--- config.mk ---
export PLATFORM = sky130hd
export DESIGN_NAME = mem_arbiter
export DESIGN_NICKNAME = d
export VERILOG_FILES = /design/src/rtl/mem_arbiter.sv
export SDC_FILE = /design/constraint.sdc
export NUM_CORES = 1
export LEC_CHECK = 0
export BUFFER_PORTS_ARGS = -buffer_cell sky130_fd_sc_hd__buf_2
export CORE_ASPECT_RATIO = 1.4
export CORE_UTILIZATION = 40
export DETAILED_ROUTE_END_ITERATION = 8
export PLACE_DENSITY_LB_ADDON = 0.05
export RECOVER_POWER = 100
export SETUP_SLACK_MARGIN = 0.15
export SLEW_MARGIN = 20
export SYNTH_ARGS = -nofsm -noshare
export SYNTH_HDL_FRONTEND = slang
export SYNTH_SLANG_ARGS = --single-unit
--- constraint.sdc ---
create_clock -name clk -period 3.1 [get_ports clk]
set_input_delay 0.465 -clock clk [delete_from_list [all_inputs] [get_ports clk]]
set_output_delay 0.465 -clock clk [all_outputs]
set_load 0.02 [all_outputs]
--- src/rtl/mem_arbiter.sv ---
// rtl/mem_arbiter.sv - two-port arbiter in front of a single-port RAM with starvation forcing for port 1
module mem_arbiter #(
  parameter int A        = 12,
  parameter int D        = 8,
  parameter int MAX_WAIT = 4
) (
  input  logic         clk,
  input  logic         reset,
  input  logic         m0_req,
  input  logic         m0_rw,
  input  logic [A-1:0] m0_addr,
  input  logic [D-1:0] m0_wdata,
  output logic         m0_gnt,
  output logic         m0_rvalid,
  output logic [D-1:0] m0_rdata,
  input  logic         m1_req,
  input  logic         m1_rw,
  input  logic [A-1:0] m1_addr,
  input  logic [D-1:0] m1_wdata,
  output logic         m1_gnt,
  output logic         m1_rvalid,
  output logic [D-1:0] m1_rdata,
  output logic         ram_cs,
  output logic         ram_rw,
  output logic [A-1:0] ram_addr,
  output logic [D-1:0] ram_wdata,
  input  logic [D-1:0] ram_rdata,
  output logic [3:0]   wait_cnt,
  output logic [15:0]  force_cnt
);

  typedef enum logic [0:0] {
    PRI0   = 1'b0,
    FORCE1 = 1'b1
  } state_t;

  // Port 1 is forced once the wait count about to be stored reaches this value,
  // so the forced grant lands on its MAX_WAIT-th waiting cycle.
  localparam logic [4:0] FORCE_AT = 5'(MAX_WAIT - 1);

  state_t      state_q, state_d;
  logic [3:0]  wait_cnt_q, wait_cnt_d;
  logic [15:0] force_cnt_q, force_cnt_d;
  logic        rv0_q, rv0_d;
  logic        rv1_q, rv1_d;
  logic        gnt0, gnt1;

  // Arbitration, starvation counting and next-state; nothing is granted while in reset
  always_comb begin
    gnt0        = 1'b0;
    gnt1        = 1'b0;
    state_d     = PRI0;
    wait_cnt_d  = 4'd0;
    force_cnt_d = force_cnt_q;
    rv0_d       = 1'b0;
    rv1_d       = 1'b0;
    if (!reset) begin
      if (state_q == FORCE1) begin
        if (m1_req) begin
          gnt1        = 1'b1;
          force_cnt_d = force_cnt_q + 16'd1;
        end else if (m0_req) begin
          gnt0 = 1'b1;
        end
      end else begin
        if (m0_req) begin
          gnt0 = 1'b1;
        end else if (m1_req) begin
          gnt1 = 1'b1;
        end
      end

      if (m1_req && !gnt1) begin
        wait_cnt_d = (wait_cnt_q == 4'hF) ? 4'hF : wait_cnt_q + 4'd1;
      end

      if (state_q == PRI0 && m1_req && !gnt1 && {1'b0, wait_cnt_d} >= FORCE_AT) begin
        state_d = FORCE1;
      end

      rv0_d = gnt0 & m0_rw;
      rv1_d = gnt1 & m1_rw;
    end
  end

  // State, counters and the one-cycle read-return tags
  always_ff @(posedge clk) begin
    if (reset) begin
      state_q     <= PRI0;
      wait_cnt_q  <= 4'd0;
      force_cnt_q <= 16'd0;
      rv0_q       <= 1'b0;
      rv1_q       <= 1'b0;
    end else begin
      state_q     <= state_d;
      wait_cnt_q  <= wait_cnt_d;
      force_cnt_q <= force_cnt_d;
      rv0_q       <= rv0_d;
      rv1_q       <= rv1_d;
    end
  end

  assign m0_gnt = gnt0;
  assign m1_gnt = gnt1;

  assign ram_cs    = gnt0 | gnt1;
  assign ram_rw    = gnt0 ? m0_rw    : (gnt1 ? m1_rw    : 1'b1);
  assign ram_addr  = gnt0 ? m0_addr  : (gnt1 ? m1_addr  : '0);
  assign ram_wdata = gnt0 ? m0_wdata : (gnt1 ? m1_wdata : '0);

  // A read tagged just before reset must not surface while reset is held.
  assign m0_rvalid = rv0_q & ~reset;
  assign m1_rvalid = rv1_q & ~reset;
  assign m0_rdata  = m0_rvalid ? ram_rdata : '0;
  assign m1_rdata  = m1_rvalid ? ram_rdata : '0;

  assign wait_cnt  = wait_cnt_q;
  assign force_cnt = force_cnt_q;

endmodule

==> impl_metrics.toml, run 1 <==
[outcome]
status = "finished clean"

[routing]
first_pass_iters = 4
initialDrtViolationCount = 10
drt-total-wl_mm = 3.73
viasPerCell = 5.06
vias = 1608
postRouteAntennaNets = 0
drc_errors = 0
drt-wirelength-per-cell_um = 11.7

[floorplan]
coreArea_um2 = 3180
pin_count = 116
die_x_um = 51.2
rows = 24
die-area_um2 = 3630
start_util_pct = 42.6
die_y_um = 70.9

[grt]
grt_max_degree = 25
antenna_found_initial = 0
grt_usage_pct = 21.2
grt_pass1_wl_mm = 6.04
gr-total-overflow = 0
grt_pass1_vias = 1449

[timing]
grt_setup_unrepaired = "no"
slew_violations = 0
max-slew-margin-rel_pct = 38.2
finalSetupViolCount = 0
final-hold-violation-count = 0
clock_skew_ns = 0.00522
max_freq_mhz = 384
min_period_ns = 2.60
finalSetupTns_ns = 0
fin_crit_sh_pct = 84.0
tightest_slew_ns = 0.926

[clocking]
cts-root-buf = "clkbuf_8"
hold_buffers = 0
path_clk_slew_ns = 0.08
cts_resized = 0
cts_tree = "done"
clock_path_buffers = 2
cts-htree-levels = 1
clock-sinks = 23
cts_setup_buffers = 0
insertion_delay_ns = 0.26
numCtsBuffers = 3

[worst_setup_path]
cp_num_cells = 5
critPathSlowestCell = "nor3b_2"
r2r_cells = 4
worstPathArrival_ns = 2.14
worst-path-max-fanout = 14
critical_path_class = "reg -> out"
crit_family = "simple AND/OR/NAND/NOR gates"
crit_required_ns = 2.63
crit_path_start_kind = "flip-flop"
critPathBufInv = 2
crit_path_cell_trace = "and2_0 -> nor3b_2 -> buf_4 -> a22o_1 -> clkbuf_1"
critPathMaxStageDelay_ns = 0.56
end_kind = "primary output"

[placement]
finalWeightedCongestion = 0.788
io_buffers = 115
placedCellCount = 314
place_hpwl_mm = 3.06

[power_and_ir_drop]
cell_internal_pwr_mw = 0.441
seqPwrFrac_pct = 49.3
p_leak_nw = 0.802
power_density_nw_per_um2 = 312
ir_drop_mv = 0.178
netSwitchingFraction_pct = 27.2
switchingPower_mw = 0.165
clkPwrFrac_pct = 30.6
pwr-share-comb_pct = 20.1

[hold_path]
hp-class = "in -> reg"
min_path_cells = 2

[synthesis]
yosys_warnings = 0
ys.flop_type = "dfxtp_1"
synth_edf_count = 0
synth_seq_cells = 23
synth_cell_type_count = 35
syn_nets = 223
synth.avg_cell_area_um2 = 8.11
async_reset_ff_share_pct = 0
synthesis.area_um2 = 1360
synth_seq_area_share_pct = 34.0
synth_cells = 167

[finish]
fill_cells = 348
final_common_cell = "buf_2"
mostFrequentLayoutCells = "66 x buf_2, 51 x clkbuf_1, 23 x dfxtp_1"
antenna_cells = 0
area_growth_pct = 43.2
finalNonFillerCells = 318
drive_above_1_share_pct = 27.6
nets = 336

[run]
drv_cap = 0
[Yosys cell counts, types with 2 or more instances]
| cell | number | area share, % |
|---|---|---|
| clkbuf_1 | 6 | 1.7 |
| o21ai_0 | 2 | 0.74 |
| inv_1 | 7 | 1.9 |
| buf_2 | 2 | 0.74 |
| nor3b_1 | 3 | 1.7 |
| nand4_1 | 3 | 1.4 |
| ha_1 | 2 | 1.8 |
| nor2b_1 | 5 | 2.3 |
| or2_2 | 2 | 0.92 |
| or4_1 | 2 | 1.1 |
| nand3_1 | 7 | 2.6 |
| dfxtp_1 | 23 | 34 |
| nor4_1 | 3 | 1.4 |
| and2_1 | 18 | 8.3 |
| a22o_1 | 20 | 13 |
| xor2_1 | 2 | 1.3 |
| nor2_1 | 14 | 3.9 |
| xnor2_1 | 8 | 5.2 |
| nand2_1 | 9 | 2.5 |
| nor3_1 | 7 | 2.6 |
| a21oi_1 | 8 | 3.0 |
[registers in the layout, summed over array words and instances, names as in the netlist]
| name | cells |
|---|---|
| state_q | 1 |
| force_cnt | 16 |
| rv1_q | 1 |
| wait_cnt | 4 |
| rv0_q | 1 |
[worst reg2reg max path, stage by stage, from the launching register on]
cell and delay, ns:
dfxtp_1 0.45, nand4_1 0.28, or2_0 0.37, or4_1 0.53, a21oi_1 0.15
[logic make-up (layout without fill, tap and decap cells)]
family          Yosys count  count (layout)  synth area share, %
compound gates           35              35                 19.4
xor+xnor                 10              10                 6.46
fa+ha+maj                 2               2                 1.85
buf+inv                  16             128                 4.62
flops                    23              23                 34.0
mux                       1               1                0.831
simple gates             80              80                 32.9
[metal layers]
layer / up-vias / share of wire (%) / track usage, %
met1: 723 / 38 / 23.7
met3: 5 / 6.3 / 3.23
met5: - / 0 / 0
met2: 64 / 54 / 39.3
met4: 0 / 1.3 / 7.41
li1: 816 / - / -
[cell type report]
cell class	instances	area, um2	share of cell area, %
inverters	7	26.3	1.35
clock buffers	4	45.0	2.32
repair buffers	117	526	27.1
well taps	39	48.8	2.51
flip-flops and latches	23	460	23.7
multi-input cells	128	835	43.0
[power by group through the flow]
stage	sequential (mW)	combinational, mW	clock, mW
2_1_floorplan	0.306	0.0662	0
3_3_place_gp	0.306	0.128	0
3_5_place_dp	0.306	0.129	0
4_1_cts	0.299	0.129	0.187
5_1_grt	0.299	0.132	0.204
6_report	0.299	0.122	0.185
[worst paths after layout]
check / start / endpoint / slack (ns)
worst min-delay path: m1_rw / rv1_q / 0.42
worst min register to register: force_cnt[15] / force_cnt[15] / 0.48
worst max register to register: force_cnt[3] / force_cnt[13] / 1.25
worst max-delay path: state_q / ram_wdata[7] / 0.50
[metrics by stage]
stage                     setup WS [ns]  power, mW  utilization [%]  hold WS, ns  area [um2]
after CTS                         0.609      0.614             63.2        0.415        2010
final                             0.497      0.606             61.0        0.417        1940
after global placement            0.677      0.434             61.8        0.472        1970
after floorplan                   0.894      0.372                -        0.551        1360
after detailed placement          0.667      0.434             61.8        0.478        1970
after global routing              0.327      0.635             61.0        0.419        1940
No activity file was read; power rests on OpenSTA's default activity.
==> run 2, diff against run 1 <==
--- a/config.mk
+++ b/config.mk
@@ -7,7 +7,7 @@
 export LEC_CHECK = 0
 export BUFFER_PORTS_ARGS = -buffer_cell sky130_fd_sc_hd__buf_2
 export CORE_ASPECT_RATIO = 1.4
-export CORE_UTILIZATION = 40
+export CORE_UTILIZATION = 38
 export DETAILED_ROUTE_END_ITERATION = 8
 export PLACE_DENSITY_LB_ADDON = 0.05
 export RECOVER_POWER = 100
==> constraint.sdc (replaced) <==
create_clock -name clk -period 2.49 [get_ports clk]
set_input_delay 0.3735 -clock clk [delete_from_list [all_inputs] [get_ports clk]]
set_output_delay 0.3735 -clock clk [all_outputs]
set_load 0.02 [all_outputs]
==> impl_metrics.toml, run 2 (synthesis results as in run 1) <==
[worst_setup_path]
worst-path-max-fanout = 19
critPathSlowestCell = "dfxtp_1"
r2r_slack_ns = 0.65
worstPathArrival_ns = 1.80
crit_path_cell_trace = "and2_0 -> nor3b_1 -> buf_4 -> a22oi_1 -> clkbuf_1"
crit_required_ns = 2.12
critical_path_class = "reg -> out"
critPathMaxStageDelay_ns = 0.42
end_kind = "primary output"
crit_path_start_kind = "flip-flop"

[finish]
final_common_cell = "buf_2"
multi_input_area_um2 = 830
nets = 340
design_area_um2 = 1990
area_growth_pct = 46.6
seqCellArea_um2 = 460
mostFrequentLayoutCells = "86 x buf_2, 31 x clkbuf_1, 23 x dfxtp_1"
fill_cells = 351
largest_reg_flops = 16
drive_above_1_share_pct = 35.3
antenna_cells = 0

[floorplan]
die_x_um = 52.5
rows = 25
coreArea_um2 = 3380
pin_count = 116
start_util_pct = 40.1
die-area_um2 = 3810
die_y_um = 72.7

[grt]
antenna_found_initial = 0
grt_pass1_vias = 1390
grt_usage_pct = 20.9
gr-total-overflow = 0
grt_max_degree = 20
grt_pass1_wl_mm = 6.02

[clocking]
insertion_delay_ns = 0.27
cts_tree = "done"
hold_buffers = 0
cts-root-buf = "clkbuf_8"
path_clk_slew_ns = 0.08
cts_resized = 0
numCtsBuffers = 3
cts_setup_buffers = 0
clock-sinks = 23
cts-htree-levels = 1
clock_path_buffers = 2

[timing]
max-slew-margin-rel_pct = 69.2
finalSetupTns_ns = 0
max_freq_mhz = 460
fin_crit_sh_pct = 87.3
worst_slack_ns = 0.315
finalSetupViolCount = 0
slew_violations = 0
clock_skew_ns = 0.00736
final-hold-violation-count = 0
min_period_ns = 2.17
tightest_slew_ns = 0.460
grt_setup_unrepaired = "no"

[routing]
initialDrtViolationCount = 22
vias = 1622
first_pass_iters = 4
drt-total-wl_mm = 4.04
viasPerCell = 5.02
drc_errors = 0
postRouteAntennaNets = 0
drt-wirelength-per-cell_um = 12.5
wl_met1_mm = 1.56
wl_met2_mm = 2.03
highest_layer = "met4"
wl_met3_um = 390

[power_and_ir_drop]
ir_drop_mv = 0.248
power_density_nw_per_um2 = 387
p_leak_nw = 0.896
power_mw = 0.769

[outcome]
status = "finished clean"

[placement]
placed_area_um2 = 2000
preCtsSetupSlack_ns = 0.567
place_hpwl_mm = 3.35
finalWeightedCongestion = 0.812
io_buffers = 115

[hold_path]
hp-class = "in -> reg"

[run]
drv_cap = 0
==> run 2: cell types whose count changed in the layout (fill, tap and decap cells not counted) <==
| cell | previous run | this run |
|---|---|---|
| nor3b_1 | 1 | 2 |
| clkbuf_2 | 0 | 1 |
| and2_0 | 12 | 10 |
| buf_2 | 66 | 86 |
| nor3b_2 | 2 | 1 |
| clkbuf_1 | 51 | 31 |
| buf_4 | 1 | 3 |
| clkinv_2 | 0 | 1 |
| and2_1 | 7 | 9 |
==> run 2: report_power, final <==
group,total [mW],switching (mW),internal (mW),leakage [nW]
sequential,0.372,0.00205,0.370,0.186
combinational,0.163,0.0895,0.0732,0.684
clock,0.234,0.122,0.112,0.0255
==> run 2: worst paths after layout <==
kind                      start       endpoint  cells after the start
hold / removal            m1_rw          rv1_q                      2
setup reg to reg   force_cnt[4]  force_cnt[13]                      4
setup / recovery        state_q         ram_rw                      5
hold reg to reg   force_cnt[15]  force_cnt[15]                      2
==> run 2: critical path, delay by kind of cell (launching register included) <==
| family | cells | cell delay (ns) |
|---|---|---|
| AO/OA/AOI/OAI | 1 | 0.20 |
| buffers and inverters | 2 | 0.49 |
| AND/OR/NAND/NOR | 2 | 0.43 |
| flip-flops | 1 | 0.42 |
==> run 2: routing by layer <==
| metal | vias to the layer above | GRT usage [%] |
|---|---|---|
| li1 | 824 | - |
| met4 | 0 | 7.89 |
| met2 | 77 | 36.8 |
| met5 | - | 0 |
| met3 | 5 | 4.79 |
| met1 | 716 | 23.7 |
==> run 2: area by class of cell <==
class                           count  share of cell area [%]
Clock buffer                        3                    2.08
Clock inverter                      1                   0.252
Inverter                            7                    1.32
Multi-Input combinational cell    128                    41.8
Sequential cell                    23                    23.2
Tap cell                           40                    2.52
Timing Repair Buffer              121                    28.9
==> run 2: through the flow <==
stage	utilization [%]	hold WS (ns)	cells
2_1_floorplan	-	0.495	167
3_3_place_gp	59.2	0.465	319
3_5_place_dp	59.2	0.470	319
4_1_cts	60.6	0.323	323
5_1_grt	58.8	0.339	323
6_report	58.8	0.323	323
==> run 3, diff against run 2 <==
--- a/config.mk
+++ b/config.mk
@@ -5,10 +5,10 @@
 export SDC_FILE = /design/constraint.sdc
 export NUM_CORES = 1
 export LEC_CHECK = 0
-export BUFFER_PORTS_ARGS = -buffer_cell sky130_fd_sc_hd__buf_2
 export CORE_ASPECT_RATIO = 1.4
-export CORE_UTILIZATION = 38
+export CORE_UTILIZATION = 23
 export DETAILED_ROUTE_END_ITERATION = 8
+export DONT_BUFFER_PORTS = 1
 export PLACE_DENSITY_LB_ADDON = 0.05
 export RECOVER_POWER = 100
 export SETUP_SLACK_MARGIN = 0.15
==> constraint.sdc (replaced) <==
create_clock -name clk -period 2.4 [get_ports clk]
set_input_delay 0.36 -clock clk [delete_from_list [all_inputs] [get_ports clk]]
set_output_delay 0.36 -clock clk [all_outputs]
set_load 0.02 [all_outputs]
==> impl_metrics.toml, run 3 (synthesis results as in run 1) <==
[finish]
fill_cells = 652
final_common_cell = "dfxtp_1"
finalNonFillerCells = 240
drive_above_1_share_pct = 5.81
largest_reg_flops = 16
final_core_util_pct = 26.5
antenna_cells = 0
mostFrequentLayoutCells = "23 x dfxtp_1, 20 x a22o_1, 16 x and2_0"
design_area_um2 = 1480
nets = 229
area_growth_pct = 9.51

[power_and_ir_drop]
ir_drop_mv = 0.179
p_leak_nw = 0.469
power_density_nw_per_um2 = 488
power_mw = 0.725

[grt]
antenna_found_initial = 0
grt_pass1_wl_mm = 5.86
grt_pass1_vias = 1226
grt_max_degree = 25
gr-total-overflow = 0
grt_usage_pct = 12.5

[timing]
finalSetupViolCount = 0
max_freq_mhz = 473
min_period_ns = 2.11
clock_skew_ns = 0.00229
holdWs_ns = 0.153
fin_crit_sh_pct = 88.1
worst_slack_ns = 0.286
grt_setup_unrepaired = "no"
tightest_slew_ns = 0.748
final-hold-violation-count = 0
slew_violations = 0
max-slew-margin-rel_pct = 50.1
finalSetupTns_ns = 0

[placement]
place_hpwl_mm = 3.18
finalWeightedCongestion = 0.813
placedCellCount = 236
io_buffers = 0
preCtsSetupSlack_ns = 0.521
placed_area_um2 = 1490

[routing]
vias = 1275
postRouteAntennaNets = 0
first_pass_iters = 4
viasPerCell = 5.31
drc_errors = 0
drt-total-wl_mm = 3.95
initialDrtViolationCount = 59
drt-wirelength-per-cell_um = 16.4

[worst_setup_path]
crit_path_start = "state_q"
crit_path_start_kind = "flip-flop"
crit_required_ns = 2.04
critPathSlowestCell = "a22o_1"
cp_num_cells = 4
crit_path_cell_trace = "and2_2 -> nor3b_1 -> buf_4 -> a22o_1"
worst-path-max-fanout = 24
critPathBufInv = 1
critPathMaxStageDelay_ns = 0.37
r2r_cells = 5
worstPathArrival_ns = 1.75
crit-reg2reg-launch = "force_cnt[10]"
critical_path_class = "reg -> out"
crit_end = "ram_wdata[7]"
crit_family = "simple AND/OR/NAND/NOR gates"
end_kind = "primary output"
r2r_slack_ns = 0.31
regToRegEndpoint = "force_cnt[15]"

[hold_path]
hp-class = "in -> reg"
min_path_cells = 1

[clocking]
numCtsBuffers = 3
insertion_delay_ns = 0.26
clock_path_buffers = 2
clock-sinks = 23
cts_tree = "done"
path_clk_slew_ns = 0.08
cts-root-buf = "clkbuf_8"
hold_buffers = 0
cts_resized = 0
cts-htree-levels = 1
cts_setup_buffers = 0

[outcome]
status = "finished clean"

[floorplan]
die_x_um = 66.9
die-area_um2 = 6210
rows = 32
die_y_um = 92.8
start_util_pct = 24.2
pin_count = 116
coreArea_um2 = 5610

[run]
drv_cap = 0
run 3: changes by cell type in the layout (fill, tap and decap cells not counted), sizes merged:
cell and delta:
buf -87, clkbuf -23, clkinv -1
run 3: cell type report:
class | count | area [um2] | area share [%]
Multi-Input combinational cell | 128 | 822 | 55.4
Sequential cell | 23 | 460 | 31.0
Tap cell | 68 | 85.1 | 5.73
Clock buffer | 4 | 45.0 | 3.04
Timing Repair Buffer | 10 | 45.0 | 3.04
Inverter | 7 | 26.3 | 1.77
run 3: worst register-to-register path, stage by stage (launching register included):
cell and delay (ns):
dfxtp_1 0.31, clkbuf_1 0.39, nand2_1 0.13, or4_1 0.57, or4_1 0.48, a21oi_1 0.15
run 3: worst min-delay path by stage:
stage	start	end	slack, ns
after floorplan	m0_rw	rv0_q	0.48
after global placement	reset	force_cnt[15]	0.43
after detailed placement	reset	force_cnt[13]	0.43
after CTS	reset	force_cnt[13]	0.14
after global routing	reset	force_cnt[13]	0.14
final	reset	force_cnt[13]	0.15
run 3: layer usage:
| layer | GRT usage [%] | wire length, um |
|---|---|---|
| met1 | 12.9 | 1400 |
| met2 | 23.8 | 2150 |
| met3 | 1.97 | 338 |
| met4 | 5.32 | 59 |
| met5 | 0 | 0 |
run 3: report_power, final:
group / total (mW) / switching (mW) / internal (mW)
logic: 0.0897 / 0.0633 / 0.0264
registers: 0.387 / 0.00351 / 0.384
clock network: 0.248 / 0.129 / 0.119
